==> src/rtl/signed_div_sequencer.sv <==
// Sign-handling sequencer around the combinational non-restoring divider core.
// Feeds the core operand magnitudes, waits a fixed settle time, then sign-corrects into Z-lo/Z-hi.
module signed_div_sequencer #(
  parameter int unsigned SETTLE_CYCLES = 4
) (
  input  logic        clk,
  input  logic        clr,
  input  logic        start,
  input  logic [31:0] dividend,
  input  logic [31:0] divisor,
  output logic [31:0] core_dividend,
  output logic [31:0] core_divisor,
  input  logic [31:0] core_q,
  input  logic [31:0] core_r,
  output logic [31:0] z_lo,
  output logic [31:0] z_hi,
  output logic        busy,
  output logic        done,
  output logic        div_by_zero
);

  typedef enum logic [1:0] {IDLE, WAIT, FIX, SPECIAL} state_t;

  state_t      state, state_nxt;
  logic        sd, sv;
  logic [7:0]  cnt;
  logic        bypass;
  logic [31:0] orig_dividend;

  // Zero and most-negative divisors fall outside the core's operating range.
  assign bypass = (divisor == '0) || (divisor == 32'h8000_0000);

  // The raw dividend is recovered from its registered magnitude and sign.
  assign orig_dividend = sd ? -core_dividend : core_dividend;

  assign busy = (state != IDLE);

  always_comb begin
    state_nxt = state;
    case (state)
      IDLE:    if (start) state_nxt = bypass ? SPECIAL : WAIT;
      WAIT:    if (cnt == '0) state_nxt = FIX;
      FIX:     state_nxt = IDLE;
      SPECIAL: state_nxt = IDLE;
      default: state_nxt = IDLE;
    endcase
  end

  always_ff @(posedge clk) begin
    if (clr) begin
      state         <= IDLE;
      sd            <= 1'b0;
      sv            <= 1'b0;
      cnt           <= '0;
      core_dividend <= '0;
      core_divisor  <= '0;
      z_lo          <= '0;
      z_hi          <= '0;
      done          <= 1'b0;
      div_by_zero   <= 1'b0;
    end else begin
      state <= state_nxt;
      done  <= 1'b0;
      case (state)
        IDLE: begin
          if (start) begin
            sd            <= dividend[31];
            sv            <= divisor[31];
            core_dividend <= dividend[31] ? -dividend : dividend;
            core_divisor  <= divisor[31] ? -divisor : divisor;
            cnt           <= 8'(SETTLE_CYCLES - 1);
          end
        end
        WAIT: begin
          if (cnt != '0) cnt <= cnt - 8'd1;
        end
        FIX: begin
          z_lo        <= (sd ^ sv) ? -core_q : core_q;
          z_hi        <= sd ? -core_r : core_r;
          div_by_zero <= 1'b0;
          done        <= 1'b1;
        end
        SPECIAL: begin
          done <= 1'b1;
          if (core_divisor == '0) begin
            z_lo        <= '1;
            z_hi        <= orig_dividend;
            div_by_zero <= 1'b1;
          end else begin
            div_by_zero <= 1'b0;
            // Divisor is -2^31 here; only a -2^31 dividend yields a nonzero quotient.
            if (core_dividend == 32'h8000_0000) begin
              z_lo <= 32'd1;
              z_hi <= '0;
            end else begin
              z_lo <= '0;
              z_hi <= orig_dividend;
            end
          end
        end
        default: ;
      endcase
    end
  end

endmodule

==> config.mk <==
export PLATFORM = sky130hd
export DESIGN_NAME = signed_div_sequencer
export DESIGN_NICKNAME = d
export VERILOG_FILES = /design/src/rtl/signed_div_sequencer.sv
export SDC_FILE = /design/constraint.sdc
export NUM_CORES = 1
export LEC_CHECK = 0
export BUFFER_PORTS_ARGS = -buffer_cell sky130_fd_sc_hd__buf_4
export CAP_MARGIN = 20
export CORE_UTILIZATION = 40
export CTS_CLUSTER_DIAMETER = 40
export DETAILED_ROUTE_END_ITERATION = 6
export PLACE_DENSITY_LB_ADDON = 0.2
export SKIP_CTS_REPAIR_TIMING = 1
export SLEW_MARGIN = 25
export SYNTH_ARGS = -nofsm -noshare
export SYNTH_HDL_FRONTEND = slang
export SYNTH_SLANG_ARGS = --single-unit
==> constraint.sdc <==
create_clock -name clk -period 6.15 [get_ports clk]
set_input_delay 0.3075 -clock clk [delete_from_list [all_inputs] [get_ports clk]]
set_output_delay 0.3075 -clock clk [all_outputs]
set_load 0.1 [all_outputs]
After elaboration in Yosys (flattened, before gate mapping). Index checks and enable logic that the tools add are counted.

Register bits after elaboration: 142.

Eq/ne operators: 8. Reductions and logical operators: 13. Add/sub/neg operators: 6. Bitwise operators: 1. Mux-type cells: 21.

Operators with widths (count): $mux 32 (8); $neg 32->32 (5); $pmux 32 s2 (2); $eq 32x32->1 const B (2); $logic_not 32->1 (2); $mux 8 (2); $pmux 8 s2 (1); $logic_not 8->1 (1); $reduce_bool 8->1 (1); $sub 8x1->8 const B (1); $mux 2 (3); $ne 2x2->1 const B (3); $pmux 2 s3 (1); $reduce_bool 2->1 (3); $eq 2x2->1 const B (2); $reduce_and 2->1 (2); $mux 1 (3); $reduce_and 3->1 (1); $eq 2x1->1 const B (1); $logic_not 2->1 (1); $pmux 1 s2 (1); $reduce_or 2->1 (1); $logic_or 1x1->1 (1); $xor 1x1->1 (1).

Longest topological paths before layout. Gate-level depths: netlist of the first run.

Depth after elaboration: 5. Gate-level depth with buffers: 10. Gate-level depth less buffers: 8.

Least setup slack after synthesis of the first run. Ideal clock, no wire load.

Kind: register -> register. Start point: reg core_dividend[0]. End point: reg z_hi[18]. Cell stages (with the launch flop): 11. Slack: 3.343 ns. Setup time: 0.078 ns. Path buffers: 2. Data arrival time: 2.729 ns. Cell sequence: dfxtp_1 inv_1 ha_1 nor4b_1 nand4_1 o31ai_1 and2_1 clkbuf_1 buf_2 o221a_2 nor3_1.

Cells in the longest elaborated chain, start to end: 5. Elaborated cells on any way between the ends: 6. Classes of those cells: 1 x add/sub; 1 x eq/ne; 4 x mux.

Ends and longest elaborated chain: from (decl) (line 11) `output logic [31:0] core_dividend,`; from (signal assigned) (line 69) `core_dividend <= dividend[31] ? -dividend : dividend;`; $neg 32->32 (line 34) `assign orig_dividend = sd ? -core_dividend : core_dividend;`; $mux 32 (line 34); $mux 32 (line 92) `if (core_dividend == 32'h8000_0000) begin`; $mux 32 * (line 85) `if (core_divisor == '0) begin`; $pmux 32 s2 * (line 64) `case (state)`; to (signal assigned) (line 79) `z_hi <= sd ? -core_r : core_r;`; to (signal assigned) (line 87) `z_hi <= orig_dividend;`; to (signal assigned) (line 97) `z_hi <= orig_dividend;`; to (decl) (line 16) `output logic [31:0] z_hi,`.

Every way passes the cells marked *; elsewhere a longest branch is shown, timed or not. A chain may end at the register's enable or synchronous reset.

Final worst setup path of the first run.
Start point: reg core_dividend[2]. End point: reg z_hi[17].

The elaborated chain is that of the path after synthesis.

==> results of run 1 <==
==> where the power goes <==
group,internal (mW),switching (mW),leakage [nW]
logic,0.412,1.10,3.08
clock network,0.667,0.400,0.295
registers,1.02,0.125,1.17
==> sequential cells by signal, indices dropped and copies added, names as in the netlist, 2 cells and up <==
register	cells
core_divisor	32
state	2
core_dividend	32
cnt	8
z_hi	32
z_lo	32
==> worst max path at each step <==
stage	start	to	slack, ns	cells past startpoint
floorplan	core_dividend[0]$_SDFFE_PP0P_	z_hi[18]$_SDFFE_PP0P_	3.34	10
global placement	core_q[4]	z_lo[30]$_SDFFE_PP0P_	3.19	7
detailed placement	state[1]$_SDFFE_PP0P_	z_hi[12]$_SDFFE_PP0P_	3.13	5
CTS	state[1]$_SDFFE_PP0P_	z_hi[12]$_SDFFE_PP0P_	3.11	5
global route	core_dividend[2]$_SDFFE_PP0P_	z_hi[29]$_SDFFE_PP0P_	2.94	6
finish	core_dividend[2]$_SDFFE_PP0P_	z_hi[17]$_SDFFE_PP0P_	3.30	6
==> placed cells by master (no fill, tap or decap), drive strengths merged, types with 3 or more instances in the layout <==
cell,n
a211oi,58
a21oi,47
a221oi,19
a222oi,4
a31oi,13
a41oi,3
and2,5
and3,5
buf,268
bufinv,3
clkbuf,21
clkinv,5
dfxtp,142
ha,6
inv,23
mux2i,5
nand2,57
nand2b,8
nand3,12
nand4,8
nor2,145
nor2b,6
nor3,43
nor4,25
nor4b,3
o21ai,44
o221a,14
o22ai,15
o31ai,45
o41ai,24
or2,6
or3,23
or4,19
xnor2,50
xor2,103
==> logic make-up (layout without fill, tap and decap cells) <==
kind of cell / count (synthesis) / after routing / share of synthesized area
xor+xnor: 153 / 153 / 0.154
mux: 5 / 5 / 0.00576
simple gates: 370 / 370 / 0.210
fa+ha+maj: 6 / 6 / 0.00864
compound gates: 295 / 295 / 0.248
flops: 142 / 142 / 0.327
buf+inv: 103 / 322 / 0.0461
==> critical path: stages, from the launching register on <==
cell	delay, ns
dfxtp_1	0.41
nor4_4	0.53
nand3_1	0.44
o31ai_1	0.40
and2_1	0.57
o221a_2	0.32
nor3_1	0.04
==> per-stage QoR <==
stage	utilization	worst slack (ns)	power (mW)	instances	hold WS, ns
floorplan	-	3.34	2.28	1074	0.444
detailed placement	0.509	3.13	2.67	1537	0.455
CTS	0.538	3.11	3.75	1568	0.141
finish	0.538	3.30	3.72	1568	0.154
global route	0.538	2.94	3.90	1568	0.156
global placement	0.508	3.19	2.66	1537	0.453
==> metal layers <==
| layer | wire (microns) | share of wire | vias to the layer above |
|---|---|---|---|
| met5 | 0 | 0 | - |
| met4 | 474 | 0.017 | 0 |
| li1 | - | - | 4374 |
| met1 | 12700 | 0.47 | 4041 |
| met2 | 12000 | 0.44 | 325 |
| met3 | 2080 | 0.076 | 34 |
==> area by class of cell <==
type	count	area share
clock buffer	21	0.0414
clock inverter	10	0.0121
inverter	23	0.00759
multi-input combinational	829	0.481
sequential	142	0.250
tap	275	0.0303
timing repair buffer	268	0.177
==> impl_metrics.py, run 1 <==
metrics = {
    "grt": {
        "use_met3": 0.0572,
        "grt_pass1_vias": 8149,
        "antenna_found_initial": 0,
        "busiest_layer": "met2",
        "grt_usage": 0.245,
        "grt_pass1_wl_mm": 43.2,
        "gr-usage-met2": 0.374,
        "use_met1": 0.337,
        "gr-total-overflow": 0,
        "grt_max_degree": 80,
    },
    "finish": {
        "final_area_sq_um": 11400,
        "num-nets-final": 1418,
        "area_growth_pct": 30.9,
        "seq_area_sq_um": 2850,
        "drive_gt1_frac": 0.260,
        "diodes": 0,
        "fillers": 2041,
        "multiInputGateArea_sq_um": 5480,
    },
    "routing": {
        "vias": 8774,
        "drc": 0,
        "drt_iter0_markers": 627,
        "avgRoutedWirePerCell_microns": 17.4,
        "first_pass_iters": 5,
        "routed_via_density": 5.60,
        "wirelength_mm": 27.3,
        "drtAntennaViolNets": 0,
    },
    "synthesis": {
        "syn_area_sq_um": 8690,
        "syn_nets": 1211,
        "synth_top_cell_area_share": 0.327,
        "ys_seq_elements": 142,
        "synth_area_leaders": "dfxtp_1 (33%), xor2_1 (10%), nor2_1 (6.3%)",
        "yosys.cell_types.count": 56,
        "synth_cells": 1074,
        "avgSynthCellArea_sq_um": 8.09,
        "ys_top_cells_by_count": "nor2_1 (145), dfxtp_1 (142), xor2_1 (103), clkbuf_1 (70), a211oi_1 (58)",
        "seq_area_frac_synth": 0.327,
        "synth_edf_count": 0,
        "yosysMostFrequentCell": "nor2_1",
        "synthArstFlopShare": 0,
        "ys_warn_count": 0,
        "ys.flop_type": "dfxtp_1",
        "synth_top_cell_by_area": "dfxtp_1",
    },
    "timing": {
        "fin_skew_ns": 0.00959,
        "setup_viol": 0,
        "worst_slew_pin_slew_ns": 0.856,
        "drv_slew": 0,
        "finalHoldViolations": 0,
        "period_needed_ns": 2.85,
        "rsz0062_at_grt": "false",
        "fmax_ghz": 0.351,
        "period_share": 0.464,
        "tns_ns": 0,
        "slew_headroom": 0.429,
    },
    "power_and_ir_drop": {
        "irDropWorstVdd_mv": 0.189,
        "p_per_area_nw_per_um2": 327,
        "leakage_nw": 4.54,
    },
    "floorplan": {
        "rows": 53,
        "die-area_sq_um": 22300,
        "io_pins": 262,
        "core_area_sq_um": 21200,
        "initial_core_util": 0.411,
        "die_h_microns": 149,
        "fp.dieW_microns": 149,
    },
    "placed_design": {
        "post_dp_cell_area_sq_um": 10800,
        "hpwl_mm": 20.0,
        "gp_congestion": 0.886,
        "numPortBuffers": 261,
    },
    "setup_path": {
        "reg2reg_depth": 6,
        "cp.arrival_ns": 3.14,
        "worstSetupStartpointType": "flip-flop",
        "reg2reg_slack_ns": 3.30,
        "r2r-start": "core_dividend[2]$_SDFFE_PP0P_",
        "reg2reg_to": "z_hi[17]$_SDFFE_PP0P_",
        "crit_type": "flip-flop to flip-flop",
        "worst_setup_path_end_kind": "flip-flop",
        "cp.required_ns": 6.43,
        "critPathMaxFanout": 15,
    },
    "clock_tree": {
        "cts.root.buffer_cell": "clkbuf_16",
        "htree_levels": 4,
        "cts_tree": "yes",
        "worstSkewPairLatency_ns": 0.43,
        "numClockSinks": 142,
        "cts_made_buffers": 17,
        "clkTransAtPathRegs_ns": 0.06,
        "clk_path_buf_depth": 2,
    },
    "min_path": {
        "whs_path_depth": 3,
        "hp-class": "primary input to flip-flop",
        "min_to": "core_divisor[0]$_SDFFE_PP0P_",
        "worstHoldStart": "divisor[0]",
    },
    "status": {
        "status": "finished clean",
    },
    "flow_run": {
        "drv_cap": 0,
    },
}
(Power assumes the default switching activity.)
==> run 2: changes to the inputs <==
clock period = 2.9 ns   (was 6.15 ns; I/O delays follow)
==> run 2 against run 1 <==
  * Sequential cell count stayed put
  * The run now ends with negative hold slack left
  * Sequential share of layout area is 0.28 points lower
  * Worst hold slack worse by 0.16 ns
  * Setup slack worse by 3.0 ns
  * Die area stayed put
  * Clock skew is 0.0028 ns higher
  * Largest power group unchanged
==> impl_metrics.py, run 2 (synthesis results as in run 1) <==
metrics = {
    "status": {
        "status": "finished with violations",
        "violations": "negative hold slack",
    },
    "clock_tree": {
        "numClockSinks": 142,
        "cts.root.buffer_cell": "clkbuf_16",
        "cts_tree": "yes",
        "clk_path_buf_depth": 2,
        "cts_made_buffers": 17,
        "clkTransAtPathRegs_ns": 0.06,
        "worstSkewPairLatency_ns": 0.42,
        "htree_levels": 4,
    },
    "routing": {
        "met1_length_mm": 12.6,
        "drtAntennaViolNets": 0,
        "drc": 0,
        "avgRoutedWirePerCell_microns": 17.1,
        "vias": 8843,
        "highest_layer": "met4",
        "wirelength_mm": 27.1,
        "first_pass_iters": 5,
        "dr_wl_met3_mm": 1.93,
        "wl_met2_mm": 12.1,
        "routed_via_density": 5.58,
        "drt_iter0_markers": 508,
    },
    "floorplan": {
        "io_pins": 262,
        "fp.dieW_microns": 149,
        "initial_core_util": 0.411,
        "die-area_sq_um": 22300,
        "core_area_sq_um": 21200,
        "die_h_microns": 149,
        "rows": 53,
    },
    "min_path": {
        "hp-class": "primary input to flip-flop",
        "worstHoldStart": "divisor[0]",
    },
    "setup_path": {
        "cp.arrival_ns": 2.95,
        "worstSetupStartpointType": "flip-flop",
        "worst_setup_path_end_kind": "flip-flop",
        "startpoint": "core_divisor[0]$_SDFFE_PP0P_",
        "critPathBufInv": 1,
        "crit_chain": "nor4_1, nand4_1, or4_1, and2_1, buf_4, o221a_2, nor3_1",
        "cp_slowest_cell": "or4_1",
        "r2r-start": "core_divisor[0]$_SDFFE_PP0P_",
        "critPathMaxFanout": 15,
        "cp.required_ns": 3.23,
        "crit_type": "flip-flop to flip-flop",
        "cp_top_family": "simple AND/OR/NAND/NOR gates",
        "max_stage_delay_ns": 0.66,
    },
    "timing": {
        "worst_slew_pin_slew_ns": 0.685,
        "worst_slack_ns": 0.280,
        "fmax_ghz": 0.382,
        "period_needed_ns": 2.62,
        "slew_headroom": 0.539,
        "tns_ns": 0,
        "setup_viol": 0,
        "hold_ws_ns": -0.00622,
        "period_share": 0.904,
        "fin_skew_ns": 0.0124,
        "finalHoldViolations": 1,
        "rsz0062_at_grt": "false",
        "drv_slew": 0,
    },
    "grt": {
        "grt_max_degree": 125,
        "grt_usage": 0.240,
        "antenna_found_initial": 1,
        "grt_pass1_wl_mm": 42.4,
        "grt_pass1_vias": 8024,
        "gr-total-overflow": 0,
    },
    "placed_design": {
        "post_dp_cell_area_sq_um": 10900,
        "dp.cells": 1551,
        "hpwl_mm": 20.1,
        "numPortBuffers": 261,
        "dp_slack_ns": 0.273,
        "gp_congestion": 0.880,
    },
    "finish": {
        "stdcell_count": 1584,
        "final_common_cell": "buf_4",
        "num-nets-final": 1432,
        "final_area_sq_um": 11500,
        "area_growth_pct": 32.3,
        "drive_gt1_frac": 0.268,
        "final_util": 0.543,
        "mostFrequentLayoutCells": "buf_4 (280), nor2_1 (145), dfxtp_1 (140), xor2_1 (103), a211oi_1 (58)",
    },
    "power_and_ir_drop": {
        "leakage_nw": 4.63,
        "p_per_area_nw_per_um2": 689,
        "power_mw": 7.92,
        "irDropWorstVdd_mv": 0.357,
    },
    "flow_run": {
        "drv_cap": 0,
    },
}
run 2: cell types whose count changed in the layout (fill, tap and decap cells not counted), sizes merged:
cell	previous run	this run
clkinv	5	7
buf	268	282
clkinvlp	2	0
diode	0	1
bufinv	3	2
clkbuf	21	23
run 2: cell type report:
class                      instances  area [sq um]
sequential                       142          2850
multi-input combinational        829          5460
antenna                            1          2.50
fill                            1998          9660
clock inverter                     9           106
timing repair buffer             282          2140
clock buffer                      23           508
tap                              275           344
inverter                          23          86.3
run 2: worst register-to-register path, stage by stage (launching register included):
cell and delay, ns:
dfxtp_1 0.32, nor4_1 0.50, nand4_1 0.21, or4_1 0.66, and2_1 0.18, buf_4 0.19
o221a_2 0.30, nor3_1 0.18
run 2: path summary, 6_finish.rpt:
| path | end | slack, ns | cells past startpoint |
|---|---|---|---|
| worst max register to register | z_hi[25]$_SDFFE_PP0P_ | 0.28 | 7 |
| worst max-delay path | z_hi[25]$_SDFFE_PP0P_ | 0.28 | 7 |
| worst min-delay path | core_divisor[0]$_SDFFE_PP0P_ | -0.006 | 3 |
| worst min register to register | div_by_zero$_SDFFE_PP0P_ | 0.47 | 2 |
run 2: routing by layer:
| layer | GRT usage | vias to the layer above |
|---|---|---|
| li1 | - | 4399 |
| met1 | 0.338 | 4088 |
| met2 | 0.367 | 329 |
| met3 | 0.0489 | 27 |
| met4 | 0.0704 | 0 |
| met5 | 0 | - |
run 2: where the power goes:
| group | internal (mW) | leakage [nW] | switching (mW) | total, mW |
|---|---|---|---|---|
| Combinational | 0.904 | 3.15 | 2.36 | 3.27 |
| Clock | 1.40 | 0.309 | 0.853 | 2.26 |
| Sequential | 2.17 | 1.16 | 0.229 | 2.40 |
| Total | 4.48 | 4.63 | 3.45 | 7.92 |
==> run 3: changes to the inputs <==
MAX_ROUTING_LAYER = met4   (was not set)
==> run 3 against run 2 <==
  * The flow still finishes with violations (negative hold slack)
  * Clock skew grew 0.00064 ns
  * Sequential cell count is the same
  * Worst hold slack about the same
  * Largest cell class unchanged
  * Clock-buffer cell count did not move
  * Total power barely moved
  * Die area is the same
  * Non-clock buffer count did not move
  * Design area did not move
  * Sequential share of layout area stayed put
==> impl_metrics.py, run 3 (synthesis results as in run 1) <==
metrics = {
    "power_and_ir_drop": {
        "p_per_area_nw_per_um2": 690,
        "irDropWorstVdd_mv": 0.357,
        "p_int_mw": 4.48,
        "sw_frac_of_total": 0.435,
        "power_mw": 7.93,
        "leakage_nw": 4.63,
        "pwr-share-clk": 0.285,
        "switching_power_mw": 3.45,
        "combPwrFrac": 0.412,
        "power_frac_seq": 0.303,
    },
    "clock_tree": {
        "clk_path_buf_depth": 2,
        "cts_made_buffers": 17,
        "numClockSinks": 142,
        "htree_levels": 4,
        "cts.root.buffer_cell": "clkbuf_16",
        "worstSkewPairLatency_ns": 0.42,
        "clkTransAtPathRegs_ns": 0.06,
        "cts_tree": "yes",
    },
    "timing": {
        "hold_ws_ns": -0.00613,
        "finalHoldViolations": 1,
        "slew_headroom": 0.544,
        "worst_slew_pin_slew_ns": 0.680,
        "setup_viol": 0,
        "period_share": 0.908,
        "worst_slack_ns": 0.267,
        "period_needed_ns": 2.63,
        "fin_skew_ns": 0.0130,
        "fmax_ghz": 0.380,
        "rsz0062_at_grt": "false",
        "tns_ns": 0,
        "drv_slew": 0,
    },
    "setup_path": {
        "cp.arrival_ns": 2.96,
        "startpoint": "core_divisor[0]$_SDFFE_PP0P_",
        "max_stage_delay_ns": 0.66,
        "crit_chain": "nor4_1, nand4_1, or4_1, and2_1, buf_4, o221a_2, nor3_1",
        "cp_slowest_cell": "or4_1",
        "reg2reg_depth": 7,
        "crit_type": "flip-flop to flip-flop",
        "critPathMaxFanout": 15,
        "worstSetupStartpointType": "flip-flop",
        "reg2reg_slack_ns": 0.27,
        "reg2reg_to": "z_hi[25]$_SDFFE_PP0P_",
        "worst_setup_path_end_kind": "flip-flop",
        "cp.required_ns": 3.23,
        "r2r-start": "core_divisor[0]$_SDFFE_PP0P_",
    },
    "floorplan": {
        "core_area_sq_um": 21200,
        "rows": 53,
        "io_pins": 262,
        "initial_core_util": 0.411,
        "fp.dieW_microns": 149,
        "die-area_sq_um": 22300,
        "die_h_microns": 149,
    },
    "placed_design": {
        "numPortBuffers": 261,
        "hpwl_mm": 20.1,
        "gp_congestion": 0.894,
        "dp.cells": 1551,
        "dp_slack_ns": 0.273,
        "post_dp_cell_area_sq_um": 10900,
    },
    "finish": {
        "stdcell_count": 1584,
        "num-nets-final": 1432,
        "drive_gt1_frac": 0.268,
        "final_area_sq_um": 11500,
        "mostFrequentLayoutCells": "buf_4 (280), nor2_1 (145), dfxtp_1 (140), xor2_1 (103), a211oi_1 (58)",
        "final_util": 0.543,
        "final_common_cell": "buf_4",
        "area_growth_pct": 32.3,
    },
    "routing": {
        "met1_length_mm": 13.0,
        "first_pass_iters": 6,
        "drt_iter0_markers": 581,
        "drc": 0,
        "highest_layer": "met4",
        "dr_wl_met3_mm": 1.60,
        "wl_met2_mm": 12.2,
        "avgRoutedWirePerCell_microns": 17.1,
        "vias": 8889,
        "routed_via_density": 5.61,
        "wirelength_mm": 27.1,
        "drtAntennaViolNets": 0,
    },
    "grt": {
        "grt_usage": 0.247,
        "grt_pass1_vias": 8053,
        "grt_pass1_wl_mm": 42.4,
        "gr-total-overflow": 0,
        "grt_max_degree": 125,
        "antenna_found_initial": 1,
    },
    "status": {
        "status": "finished with violations",
        "violations": "negative hold slack",
    },
    "min_path": {
        "hp-class": "primary input to flip-flop",
        "min_to": "core_divisor[0]$_SDFFE_PP0P_",
        "whs_path_depth": 3,
        "worstHoldStart": "divisor[0]",
    },
    "flow_run": {
        "drv_cap": 0,
    },
}
run 3: cell counts in the layout (fill, tap and decap cells not counted):
Identical to the previous run, type by type.
run 3: worst max-delay path by stage:
stage | end | slack (ns) | depth (start not counted)
2_1_floorplan | z_hi[18]$_SDFFE_PP0P_ | 0.09 | 10
3_3_place_gp | z_hi[20]$_SDFFE_PP0P_ | 0.29 | 7
3_5_place_dp | z_hi[25]$_SDFFE_PP0P_ | 0.27 | 7
4_1_cts | z_hi[25]$_SDFFE_PP0P_ | 0.25 | 7
5_1_grt | z_hi[27]$_SDFFE_PP0P_ | 0.01 | 7
6_report | z_hi[25]$_SDFFE_PP0P_ | 0.27 | 7
run 3: power by group through the flow:
| stage | Clock (mW) | Sequential (mW) | Combinational (mW) |
|---|---|---|---|
| floorplan | 0 | 3.72 | 1.12 |
| global placement | 0 | 2.43 | 3.25 |
| detailed placement | 0 | 2.44 | 3.27 |
| CTS | 2.30 | 2.40 | 3.27 |
| global route | 2.38 | 2.43 | 3.48 |
| finish | 2.26 | 2.40 | 3.27 |
run 3: area by class of cell:
type | instances | area (sq um)
inverters | 23 | 86.3
multi-input cells | 829 | 5460
clock buffers | 23 | 508
fillers | 1998 | 9660
repair buffers | 282 | 2140
diodes | 1 | 2.50
flip-flops and latches | 142 | 2850
well taps | 275 | 344
clock inverters | 9 | 106
run 3: layer usage:
| metal | track usage | vias to the layer above |
|---|---|---|
| met3 | 0.0410 | 28 |
| met2 | 0.366 | 301 |
| met5 | - | - |
| met1 | 0.344 | 4157 |
| li1 | - | 4403 |
| met4 | 0.0704 | 0 |
run 3: critical path: cells and delay by family, from the launching register on:
kind,cells,cell delay [ns]
buffers and inverters,1,0.19
AO/OA/AOI/OAI,1,0.29
flip-flops,1,0.33
AND/OR/NAND/NOR,5,1.73
